===== src/rtl/baud_pkg.sv =====
// baud_pkg: rate table and elaboration-time divisor helpers for baud_tick_generator.
// Fractional divisor support is selected with the BAUD_FRAC_EN macro.
package baud_pkg;

    localparam int unsigned NUM_RATES      = 8;
    localparam int unsigned SEL_W          = 3;
    localparam int unsigned OVERSAMPLE_DEF = 16;

    // Baud rates addressed by baud_select 0..7
    localparam int unsigned BAUD_RATES [NUM_RATES] = '{
        32'd300, 32'd1200, 32'd4800, 32'd9600,
        32'd19200, 32'd38400, 32'd57600, 32'd115200
    };

    // Divisor clk_hz / (rate * os) rounded to the nearest integer
    function automatic longint unsigned div_round(input longint unsigned clk_hz,
                                                  input longint unsigned rate,
                                                  input longint unsigned os);
        longint unsigned den;
        den = rate * os;
        return (64'd2 * clk_hz + den) / (64'd2 * den);
    endfunction

    // Fractional part of the divisor in 2^frac_w units, rounded (may reach 2^frac_w)
    function automatic longint unsigned frac_raw(input longint unsigned clk_hz,
                                                 input longint unsigned rate,
                                                 input longint unsigned os,
                                                 input longint unsigned frac_w);
        longint unsigned den;
        longint unsigned rem;
        den = rate * os;
        rem = clk_hz % den;
        return ((rem << (frac_w + 64'd1)) + den) / (64'd2 * den);
    endfunction

    // Integer part of the divisor, absorbing a fraction that rounded up to one
    function automatic longint unsigned div_floor(input longint unsigned clk_hz,
                                                  input longint unsigned rate,
                                                  input longint unsigned os,
                                                  input longint unsigned frac_w);
        return (clk_hz / (rate * os)) + (frac_raw(clk_hz, rate, os, frac_w) >> frac_w);
    endfunction

    // Fractional increment added to the accumulator on every sample tick
    function automatic longint unsigned div_frac(input longint unsigned clk_hz,
                                                 input longint unsigned rate,
                                                 input longint unsigned os,
                                                 input longint unsigned frac_w);
        return frac_raw(clk_hz, rate, os, frac_w) & ((64'd1 << frac_w) - 64'd1);
    endfunction

    // Width of the oversample phase counter
    function automatic int unsigned cnt_width(input int unsigned os);
        return (os < 32'd2) ? 32'd1 : 32'($clog2(os));
    endfunction

endpackage


===== src/rtl/baud_divider.sv =====
// baud_divider: programmable period counter emitting a one-clock raw tick.
// With BAUD_FRAC_EN defined, a fractional accumulator stretches one period by a
// clock on every accumulator carry.
module baud_divider #(
    parameter int unsigned DIV_W  = 16
`ifdef BAUD_FRAC_EN
    ,
    parameter int unsigned FRAC_W = 8
`endif
) (
    input  logic              clk,
    input  logic              reset,
    input  logic              enable,
    input  logic              clear,
    input  logic [DIV_W-1:0]  limit,
`ifdef BAUD_FRAC_EN
    input  logic [FRAC_W-1:0] frac,
`endif
    output logic              tick_c
);

    logic [DIV_W-1:0]  cnt_q;
    logic [DIV_W-1:0]  cnt_d;
    logic              expire;
`ifdef BAUD_FRAC_EN
    logic [FRAC_W-1:0] acc_q;
    logic [FRAC_W-1:0] acc_d;
    logic              ext_q;
    logic              ext_d;
`endif

    // Terminal count: the period ends after limit+1 clocks (one more after a carry)
    always_comb begin
`ifdef BAUD_FRAC_EN
        expire = ({1'b0, cnt_q} >= ({1'b0, limit} + (DIV_W+1)'(ext_q)));
`else
        expire = (cnt_q >= limit);
`endif
    end

    // Count, restart on clear, hold while disabled
    always_comb begin
        cnt_d  = cnt_q;
        tick_c = 1'b0;
`ifdef BAUD_FRAC_EN
        acc_d  = acc_q;
        ext_d  = ext_q;
`endif
        if (clear) begin
            cnt_d = '0;
`ifdef BAUD_FRAC_EN
            acc_d = '0;
            ext_d = 1'b0;
`endif
        end else if (enable) begin
            if (expire) begin
                cnt_d  = '0;
                tick_c = 1'b1;
`ifdef BAUD_FRAC_EN
                {ext_d, acc_d} = {1'b0, acc_q} + {1'b0, frac};
`endif
            end else begin
                cnt_d = cnt_q + DIV_W'(1);
            end
        end
    end

    // Divider state registers
    always_ff @(posedge clk or posedge reset) begin
        if (reset) begin
            cnt_q <= '0;
`ifdef BAUD_FRAC_EN
            acc_q <= '0;
            ext_q <= 1'b0;
`endif
        end else begin
            cnt_q <= cnt_d;
`ifdef BAUD_FRAC_EN
            acc_q <= acc_d;
            ext_q <= ext_d;
`endif
        end
    end

endmodule


===== src/rtl/baud_tick_generator.sv =====
// baud_tick_generator: UART oversample / bit / mid-bit tick generator with a
// runtime-selectable rate table. Define BAUD_FRAC_EN for fractional divisors.
module baud_tick_generator
    import baud_pkg::*;
#(
    parameter int unsigned CLK_HZ     = 50_000_000,
    parameter int unsigned OVERSAMPLE = OVERSAMPLE_DEF,
    parameter int unsigned DIV_W      = 16,
    parameter int unsigned FRAC_W     = 8
) (
    input  logic                                clk,
    input  logic                                reset,
    input  logic [SEL_W-1:0]                    baud_select,
    input  logic                                enable,
    input  logic                                restart,
    output logic                                sample_tick,
    output logic                                bit_tick,
    output logic                                mid_tick,
    output logic [cnt_width(OVERSAMPLE)-1:0]    sample_count
);

    localparam int unsigned CNT_W = cnt_width(OVERSAMPLE);

    if ((OVERSAMPLE < 4) || (OVERSAMPLE > 64) || ((OVERSAMPLE % 2) != 0)) begin : g_bad_os
        $error("baud_tick_generator: OVERSAMPLE must be even and within 4..64");
    end
    if ((FRAC_W < 1) || (FRAC_W > 32)) begin : g_bad_frac_w
        $error("baud_tick_generator: FRAC_W must be within 1..32");
    end

    logic [DIV_W-1:0]  limit_tbl [NUM_RATES];
`ifdef BAUD_FRAC_EN
    logic [FRAC_W-1:0] frac_tbl  [NUM_RATES];
`endif

    // Divisor table, fixed at elaboration; out-of-range divisors stop the build
    for (genvar i = 0; i < NUM_RATES; i++) begin : g_tbl
`ifdef BAUD_FRAC_EN
        localparam longint unsigned DIV = div_floor(64'(CLK_HZ), 64'(BAUD_RATES[i]),
                                                    64'(OVERSAMPLE), 64'(FRAC_W));
        localparam longint unsigned FRC = div_frac(64'(CLK_HZ), 64'(BAUD_RATES[i]),
                                                   64'(OVERSAMPLE), 64'(FRAC_W));
        assign frac_tbl[i] = FRAC_W'(FRC);
`else
        localparam longint unsigned DIV = div_round(64'(CLK_HZ), 64'(BAUD_RATES[i]),
                                                    64'(OVERSAMPLE));
`endif
        if ((DIV < 64'd2) || (DIV >= (64'd1 << DIV_W))) begin : g_bad_div
            $error("baud_tick_generator: divisor for rate index %0d out of range", i);
        end
        assign limit_tbl[i] = DIV_W'(DIV - 64'd1);
    end

    logic [SEL_W-1:0] sel_q;
    logic [SEL_W-1:0] sel_d;
    logic             sel_valid_q;
    logic             sel_valid_d;
    logic [SEL_W-1:0] sel_idx_c;
    logic             change_c;
    logic             clear_c;
    logic             tick_c;

    logic [CNT_W-1:0] sample_count_q;
    logic [CNT_W-1:0] sample_count_d;
    logic             sample_tick_q;
    logic             sample_tick_d;
    logic             bit_tick_q;
    logic             bit_tick_d;
    logic             mid_tick_q;
    logic             mid_tick_d;

    // Rate tracking: first clock after reset adopts baud_select, later changes resync
    always_comb begin
        sel_d       = baud_select;
        sel_valid_d = 1'b1;
        change_c    = sel_valid_q && (baud_select != sel_q);
        clear_c     = restart || change_c;
        sel_idx_c   = sel_valid_q ? sel_q : baud_select;
    end

    baud_divider #(
        .DIV_W  (DIV_W)
`ifdef BAUD_FRAC_EN
        ,
        .FRAC_W (FRAC_W)
`endif
    ) u_divider (
        .clk    (clk),
        .reset  (reset),
        .enable (enable),
        .clear  (clear_c),
        .limit  (limit_tbl[sel_idx_c]),
`ifdef BAUD_FRAC_EN
        .frac   (frac_tbl[sel_idx_c]),
`endif
        .tick_c (tick_c)
    );

    // Oversample phase counter and tick decode
    always_comb begin
        sample_count_d = sample_count_q;
        sample_tick_d  = tick_c;
        bit_tick_d     = tick_c && (sample_count_q == CNT_W'(OVERSAMPLE - 1));
        mid_tick_d     = tick_c && (sample_count_q == CNT_W'(OVERSAMPLE / 2 - 1));
        if (clear_c) begin
            sample_count_d = '0;
        end else if (tick_c) begin
            sample_count_d = (sample_count_q == CNT_W'(OVERSAMPLE - 1))
                           ? '0 : sample_count_q + CNT_W'(1);
        end
    end

    // Output and tracking registers
    always_ff @(posedge clk or posedge reset) begin
        if (reset) begin
            sel_q          <= '0;
            sel_valid_q    <= 1'b0;
            sample_count_q <= '0;
            sample_tick_q  <= 1'b0;
            bit_tick_q     <= 1'b0;
            mid_tick_q     <= 1'b0;
        end else begin
            sel_q          <= sel_d;
            sel_valid_q    <= sel_valid_d;
            sample_count_q <= sample_count_d;
            sample_tick_q  <= sample_tick_d;
            bit_tick_q     <= bit_tick_d;
            mid_tick_q     <= mid_tick_d;
        end
    end

    assign sample_tick  = sample_tick_q;
    assign bit_tick     = bit_tick_q;
    assign mid_tick     = mid_tick_q;
    assign sample_count = sample_count_q;

endmodule


===== config.mk =====
export PLATFORM = sky130hd
export DESIGN_NAME = baud_tick_generator
export DESIGN_NICKNAME = d
export VERILOG_FILES = /design/src/rtl/baud_pkg.sv /design/src/rtl/baud_divider.sv /design/src/rtl/baud_tick_generator.sv
export SDC_FILE = /design/constraint.sdc
export NUM_CORES = 1
export LEC_CHECK = 0
export CAP_MARGIN = 20
export CORE_ASPECT_RATIO = 1.2
export CORE_MARGIN = 1.5
export CORE_UTILIZATION = 40
export CTS_CLUSTER_SIZE = 12
export DETAILED_ROUTE_END_ITERATION = 12
export GPL_TIMING_DRIVEN = 0
export PLACE_DENSITY_LB_ADDON = 0.1
export SYNTH_ARGS = -nofsm -noshare
export SYNTH_HDL_FRONTEND = slang
export SYNTH_SLANG_ARGS = --single-unit

===== constraint.sdc =====
create_clock -name clk -period 5.9 [get_ports clk]
set_clock_uncertainty 0.15 [all_clocks]
set_input_delay 0.59 -clock clk [delete_from_list [all_inputs] [get_ports clk]]
set_output_delay 0.59 -clock clk [all_outputs]
set_load 0.05 [all_outputs]

==> results of run 1 <==
## sequential cells by signal (all words and copies together), names as in the netlist
name / cells
u_divider.cnt_q: 16
sample_count: 4
sel_q: 3
bit_tick: 1
mid_tick: 1
sample_tick: 1
sel_valid_q: 1
## cells in the mapped netlist, types with 4 or more instances
cell type,number
nand4_1,4
a21oi_1,9
xnor2_1,17
nor2_1,7
inv_1,6
nor3_1,19
nand3_1,4
dfrtp_1,27
ha_1,21
mux2i_1,8
nand2_1,20
nor4_1,5
o21ai_0,4
## final timing paths
path	startpoint	endpoint	slack (ns)	cells after the start
hold reg to reg	sample_count[3]	mid_tick	0.37	1
max in group asynchronous	reset	u_divider.cnt_q[0]	4.61	3
hold / removal	sample_count[3]	mid_tick	0.37	1
min in group asynchronous	reset	sample_count[1]	0.50	2
setup / recovery	baud_select[1]	u_divider.cnt_q[13]	2.05	13
setup reg to reg	sel_valid_q	u_divider.cnt_q[13]	2.06	13
## area by class of cell
cell class	count	share of cell area, %
repair buffers	13	6.51
clock buffers	3	1.99
flip-flops and latches	27	32.6
plain buffers	6	1.33
clock inverters	1	0.362
multi-input cells	147	52.8
well taps	56	3.38
inverters	6	1.09
## metal layers
layer	GRT usage (%)	share of wire, %	vias up
li1	-	-	713
met1	25.0	51	660
met2	27.6	46	25
met3	2.20	2.0	5
met4	6.38	1.7	0
met5	0	0	-
## worst max-delay path, cell delays in order
cell and delay, ns:
clkdlybuf4s50_1 0.45, mux2i_1 0.38, inv_1 0.19, ha_1 0.22
nor2_1 0.10, a21oi_1 0.05, ha_1 0.28, nand2b_1 0.14
a2111o_1 0.42, a32oi_2 0.45, a21boi_2 0.21, buf_4 0.25
nor3_1 0.17
## where the power goes
group	total (mW)	switching [mW]	internal, mW	leakage (nW)
clock	0.113	0.0644	0.0481	0.0217
combinational	0.0607	0.0360	0.0247	0.456
sequential	0.189	0.00186	0.187	0.367
## stage by stage
stage / util [%] / setup WS (ns) / instance area, µm²
6_report: 47.9 / 2.05 / 2070
5_1_grt: 47.9 / 1.71 / 2070
4_1_cts: 47.6 / 2.01 / 2060
3_5_place_dp: 46.5 / 1.73 / 2010
3_3_place_gp: 46.5 / 1.82 / 2010
2_1_floorplan: - / 2.63 / 1820
## cells by family (layout without fill, tap and decap cells)
group,count (synthesis),count (layout),synth area share (%)
flops,27,27,37.1
compound gates,25,25,10.4
buf+inv,12,29,2.75
mux,9,9,5.02
simple gates,74,74,21.9
fa+ha+maj,21,21,14.4
other cells,1,1,0.206
xor+xnor,17,17,8.18
==> qor.yml, run 1 <==
timing:
  period_share_pct: 65.3
  setup_violations: 0
  max_freq_ghz: 0.260
  worst_slew_pin_slew_ns: 0.727
  drv_slew: 0
  rsz0062_at_grt: "false"
  whs_ns: 0.373
  final-hold-violation-count: 0
  period_minus_slack_ns: 3.85
  fin_tns_setup_ns: 0
  relSlewSlack_pct: 51.1
clock_network:
  cts_tree: "yes"
  cts.clk_slew.worst_paths_ns: 0.10
  htreeDepth: 1
  cts_resized: 0
  clock_path_buffers: 2
  cts_hold_repair.buffers: 0
  insertion_delay_ns: 0.29
  clock-root-buffer: "clkbuf_8"
  numClockSinks: 27
  numCtsBuffers: 3
  post-cts-setup-buffers: 0
cells_and_area:
  seqCellArea_um2: 676
  final_cell_mix: "27 x dfrtp_1, 21 x ha_1, 20 x nand2_1"
  antennaDiodeCount: 0
  finalNonFillerCells: 259
  syn_to_final_growth_pct: 14.0
  fin_nets: 232
  drive_above_1_share_pct: 6.90
  nFillCells: 429
  final_common_cell: "dfrtp_1"
  multi_input_area_um2: 1090
logic_synthesis:
  syn_inst: 186
  synth_area_leader_cell: "dfrtp_1"
  syn_avg_cell_area_um2: 9.79
  ys.flop_type: "dfrtp_1"
  netlist.area_leader.share_pct: 37.1
  ys_top_cells_by_area: "dfrtp_1 37%, ha_1 14%, xnor2_1 8.2%"
  ys_types: 38
  synth_seq_cells: 27
  synth-async-reset-ratio_pct: 100
  synthesis.area_um2: 1820
  yosys_warnings: 0
  synth-edff-count: 0
  synth_seq_area_share_pct: 37.1
  synth_nets: 214
floorplan:
  core-area_um2: 4330
  num_io_pins: 14
  initial_core_util_pct: 42.1
  fp.dieW_um: 64.6
  dieArea_um2: 4970
  core.rowCount: 26
  die_h_um: 76.9
worst_setup_path:
  path_class: "in2reg"
  critPathArrivalTime_ns: 3.90
  cp-start-kind: "input pin"
  cp-end-kind: "flop"
  worstPathRequired_ns: 5.95
  crit_fanout: 10
drt:
  viasPerCell: 5.42
  drc: 0
  final_antenna_net_count: 0
  dr.pass1.iters: 4
  drtIter0Drc: 47
  via_count: 1403
  wire_per_inst_um: 15.1
  drt_wl_total_mm: 3.92
placed_design:
  dp_hpwl_mm: 2.92
  dp.cells: 254
  place_congestion: 0.850
  portBuffers: 12
status:
  status: "finished, final reports clean"
power:
  power-per-cell-area_nw_per_um2: 175
  power_mw: 0.362
  vdd_drop_max_mv: 0.0836
  leakage_nw: 0.845
hold_path:
  hold_path_class: "reg2reg"
global_route:
  grt_antenna_before_repair: 0
  grt_max_degree: 28
  overflow: 0
  grt_pass1_vias: 1363
  grt.total_usage_pct: 17.7
  grt_pass1_wl_mm: 6.81
flow_run:
  cap_violations: 0
Power figures use the tool's default switching activity.
==> inputs of run 2 (changes only) <==
==> constraint.sdc (replaced) <==
create_clock -name clk -period 4 [get_ports clk]
set_clock_uncertainty 0.15 [all_clocks]
set_input_delay 0.4 -clock clk [delete_from_list [all_inputs] [get_ports clk]]
set_output_delay 0.4 -clock clk [all_outputs]
set_load 0.05 [all_outputs]
==> run 2 against run 1 <==
  * Combinational power rose by 47%
  * Cell count fell by 0.39%
  * Register-to-register slack got worse by 1.7 ns
  * Power rose by 48%
==> qor.yml, run 2 (synthesis gave the netlist of run 1 again) <==
clock_network:
  clock_path_buffers: 2  # unchanged
  numCtsBuffers: 3  # unchanged
  cts_tree: "yes"
  cts.clk_slew.worst_paths_ns: 0.10  # about the same
  insertion_delay_ns: 0.28  # about the same
  cts_hold_repair.buffers: 0  # unchanged
  htreeDepth: 1  # unchanged
  clock-root-buffer: "clkbuf_8"
  numClockSinks: 27  # unchanged
worst_setup_path:
  worstPathRequired_ns: 4.05  # -1.90 ns
  crit_family: "compound AO/OA/AOI/OAI gates"
  path_buf_inv: 2  # -1
  critPathArrivalTime_ns: 3.69  # -0.21 ns
  r2r_slack_ns: 0.36  # -1.70 ns
  cp_slowest_cell: "dfrtp_1"
  timing.rr.end: "u_divider.cnt_q[13]"
  rr_worst_depth: 12  # -1
  r2r_start: "sel_valid_q"
  cp-end-kind: "flop"
  crit_top_cell: "ha_1"
  path_cells: "mux2i_2, inv_1, ha_1, nor2_1, a21oi_1, ha_1, nand2b_1, a2111o_1, a32oi_2, a21boi_2, buf_4, nor3_1"
  cp-start-kind: "flop"
  crit_fanout: 10  # unchanged
  path_class: "reg2reg"
  max_stage_delay_ns: 0.55  # +0.10 ns
global_route:
  overflow: 0  # unchanged
  grt_antenna_before_repair: 0  # unchanged
  grt_pass1_vias: 1363  # unchanged
  grt_max_degree: 28  # unchanged
  grt.total_usage_pct: 17.7  # unchanged
  grt_pass1_wl_mm: 6.81  # unchanged
timing:
  setup_ws_ns: 0.363  # -1.68 ns
  setup_violations: 0  # unchanged
  final-hold-violation-count: 0  # unchanged
  period_minus_slack_ns: 3.64
  relSlewSlack_pct: 51.0  # -0.11 points
  drv_slew: 0  # unchanged
  max_freq_ghz: 0.275
  worst_slew_pin_slew_ns: 0.729  # +0.00168 ns
  fin_tns_setup_ns: 0  # unchanged
  period_share_pct: 90.9
  rsz0062_at_grt: "false"
placed_design:
  place_congestion: 0.850  # unchanged
  place_ws_ns: 0.0173  # -1.71 ns
  dp_hpwl_mm: 2.92  # unchanged
  portBuffers: 12  # unchanged
drt:
  drt_wl_total_mm: 3.94  # +0.43%
  dr.pass1.iters: 4  # unchanged
  viasPerCell: 5.52  # +2.0%
  drtIter0Drc: 58  # +23%
  drc: 0  # unchanged
  wire_per_inst_um: 15.3  # +0.82%
  via_count: 1425  # +1.6%
  final_antenna_net_count: 0  # unchanged
flow_run:
  cap_violations: 0  # unchanged
cells_and_area:
  drive_above_1_share_pct: 7.92  # +1.0 points
  seqCellArea_um2: 676  # unchanged
  multi_input_area_um2: 1100  # +0.69%
  nFillCells: 428  # -0.23%
  syn_to_final_growth_pct: 14.2
  largest-register: "u_divider.cnt_q"
  largest_register_ffs: 16  # unchanged
  final_cell_mix: "27 x dfrtp_1, 21 x ha_1, 20 x nand2_1"
  fin_nets: 231  # -0.43%
  final_common_cell: "dfrtp_1"
  antennaDiodeCount: 0  # unchanged
  final_core_util_pct: 48.0  # +0.087 points
hold_path:
  worstHoldStart: "enable"
  hold_path_class: "in2reg"
  hold_depth: 2  # +1
  holdPathEnd: "u_divider.cnt_q[15]"
power:
  swShare_pct: 28.3  # +0.053 points
  power_mw: 0.535  # +48%
  sequentialPowerShare_pct: 52.3  # about the same
  p_switching_mw: 0.151  # +48%
  p_int_mw: 0.384  # +48%
  clockPowerShare_pct: 31.0  # about the same
  comb_power_share_pct: 16.7  # about the same
  leakage_nw: 0.841  # -0.53%
  vdd_drop_max_mv: 0.123  # +48%
  power-per-cell-area_nw_per_um2: 258  # +48%
floorplan:
  dieArea_um2: 4970  # unchanged
  die_h_um: 76.9  # unchanged
  num_io_pins: 14  # unchanged
  initial_core_util_pct: 42.1  # unchanged
  core-area_um2: 4330  # unchanged
  fp.dieW_um: 64.6  # unchanged
  core.rowCount: 26  # unchanged
status:
  status: "finished, final reports clean"
==> run 2: changes by cell type in the layout (fill, tap and decap cells not counted) <==
cell,previous run,this run
mux2i_1,8,6
mux2i_2,0,2
clkbuf_1,3,2
==> run 2: final cells by class <==
type / count / share of cell area, %
Buffer: 5 / 1.14
Clock buffer: 3 / 1.99
Clock inverter: 1 / 0.361
Inverter: 6 / 1.08
Multi-Input combinational cell: 147 / 53.0
Sequential cell: 27 / 32.5
Tap cell: 56 / 3.37
Timing Repair Buffer: 13 / 6.50
==> run 2: power by group through the flow <==
stage                     Combinational (mW)  Clock [mW]  Sequential (mW)
final                                 0.0893       0.166            0.280
after global routing                   0.103       0.185            0.281
after CTS                             0.0892       0.170            0.279
after detailed placement              0.0888           0            0.284
after global placement                0.0869           0            0.284
after floorplan                       0.0647           0            0.284
==> run 2: how the worst max path moves through the flow <==
stage,from,to,slack (ns),cells past startpoint
6_report,sel_valid_q,u_divider.cnt_q[13],0.36,12
5_1_grt,sel_valid_q,u_divider.cnt_q[13],0.05,12
4_1_cts,sel_valid_q,u_divider.cnt_q[13],0.11,13
3_5_place_dp,baud_select[1],u_divider.cnt_q[13],0.02,13
3_3_place_gp,baud_select[1],u_divider.cnt_q[12],0.11,13
2_1_floorplan,sel_valid_q,u_divider.cnt_q[0],0.73,13
==> run 2: routing by layer <==
layer	wire length (µm)	vias to the layer above	track usage (%)
li1	-	710	-
met1	1990	673	25.0
met2	1770	33	27.6
met3	94	9	2.20
met4	87	0	6.38
met5	0	-	0
==> run 2: through the flow <==
step / cell area (µm²) / std cells / hold slack [ns]
after floorplan: 1820 / 186 / 0.281
after global placement: 2010 / 254 / 0.339
after detailed placement: 2010 / 254 / 0.352
after CTS: 2060 / 258 / 0.279
after global routing: 2080 / 258 / 0.299
final: 2080 / 258 / 0.286
==> run 2: worst reg2reg max path: cells and delay by family, from the launching register on <==
family,cells,cell delay [ns]
buffers and inverters,2,0.42
AO/OA/AOI/OAI,4,1.13
AND/OR/NAND/NOR,3,0.41
adder cells (fa/ha/maj),2,0.49
multiplexers,1,0.40
flip-flops,1,0.55
==> run 2: repair_timing <==
item | in CTS | in global routing
setup endpoints to repair | 0 | 10
resized for setup | 0 | 2
setup buffers | 0 | 0
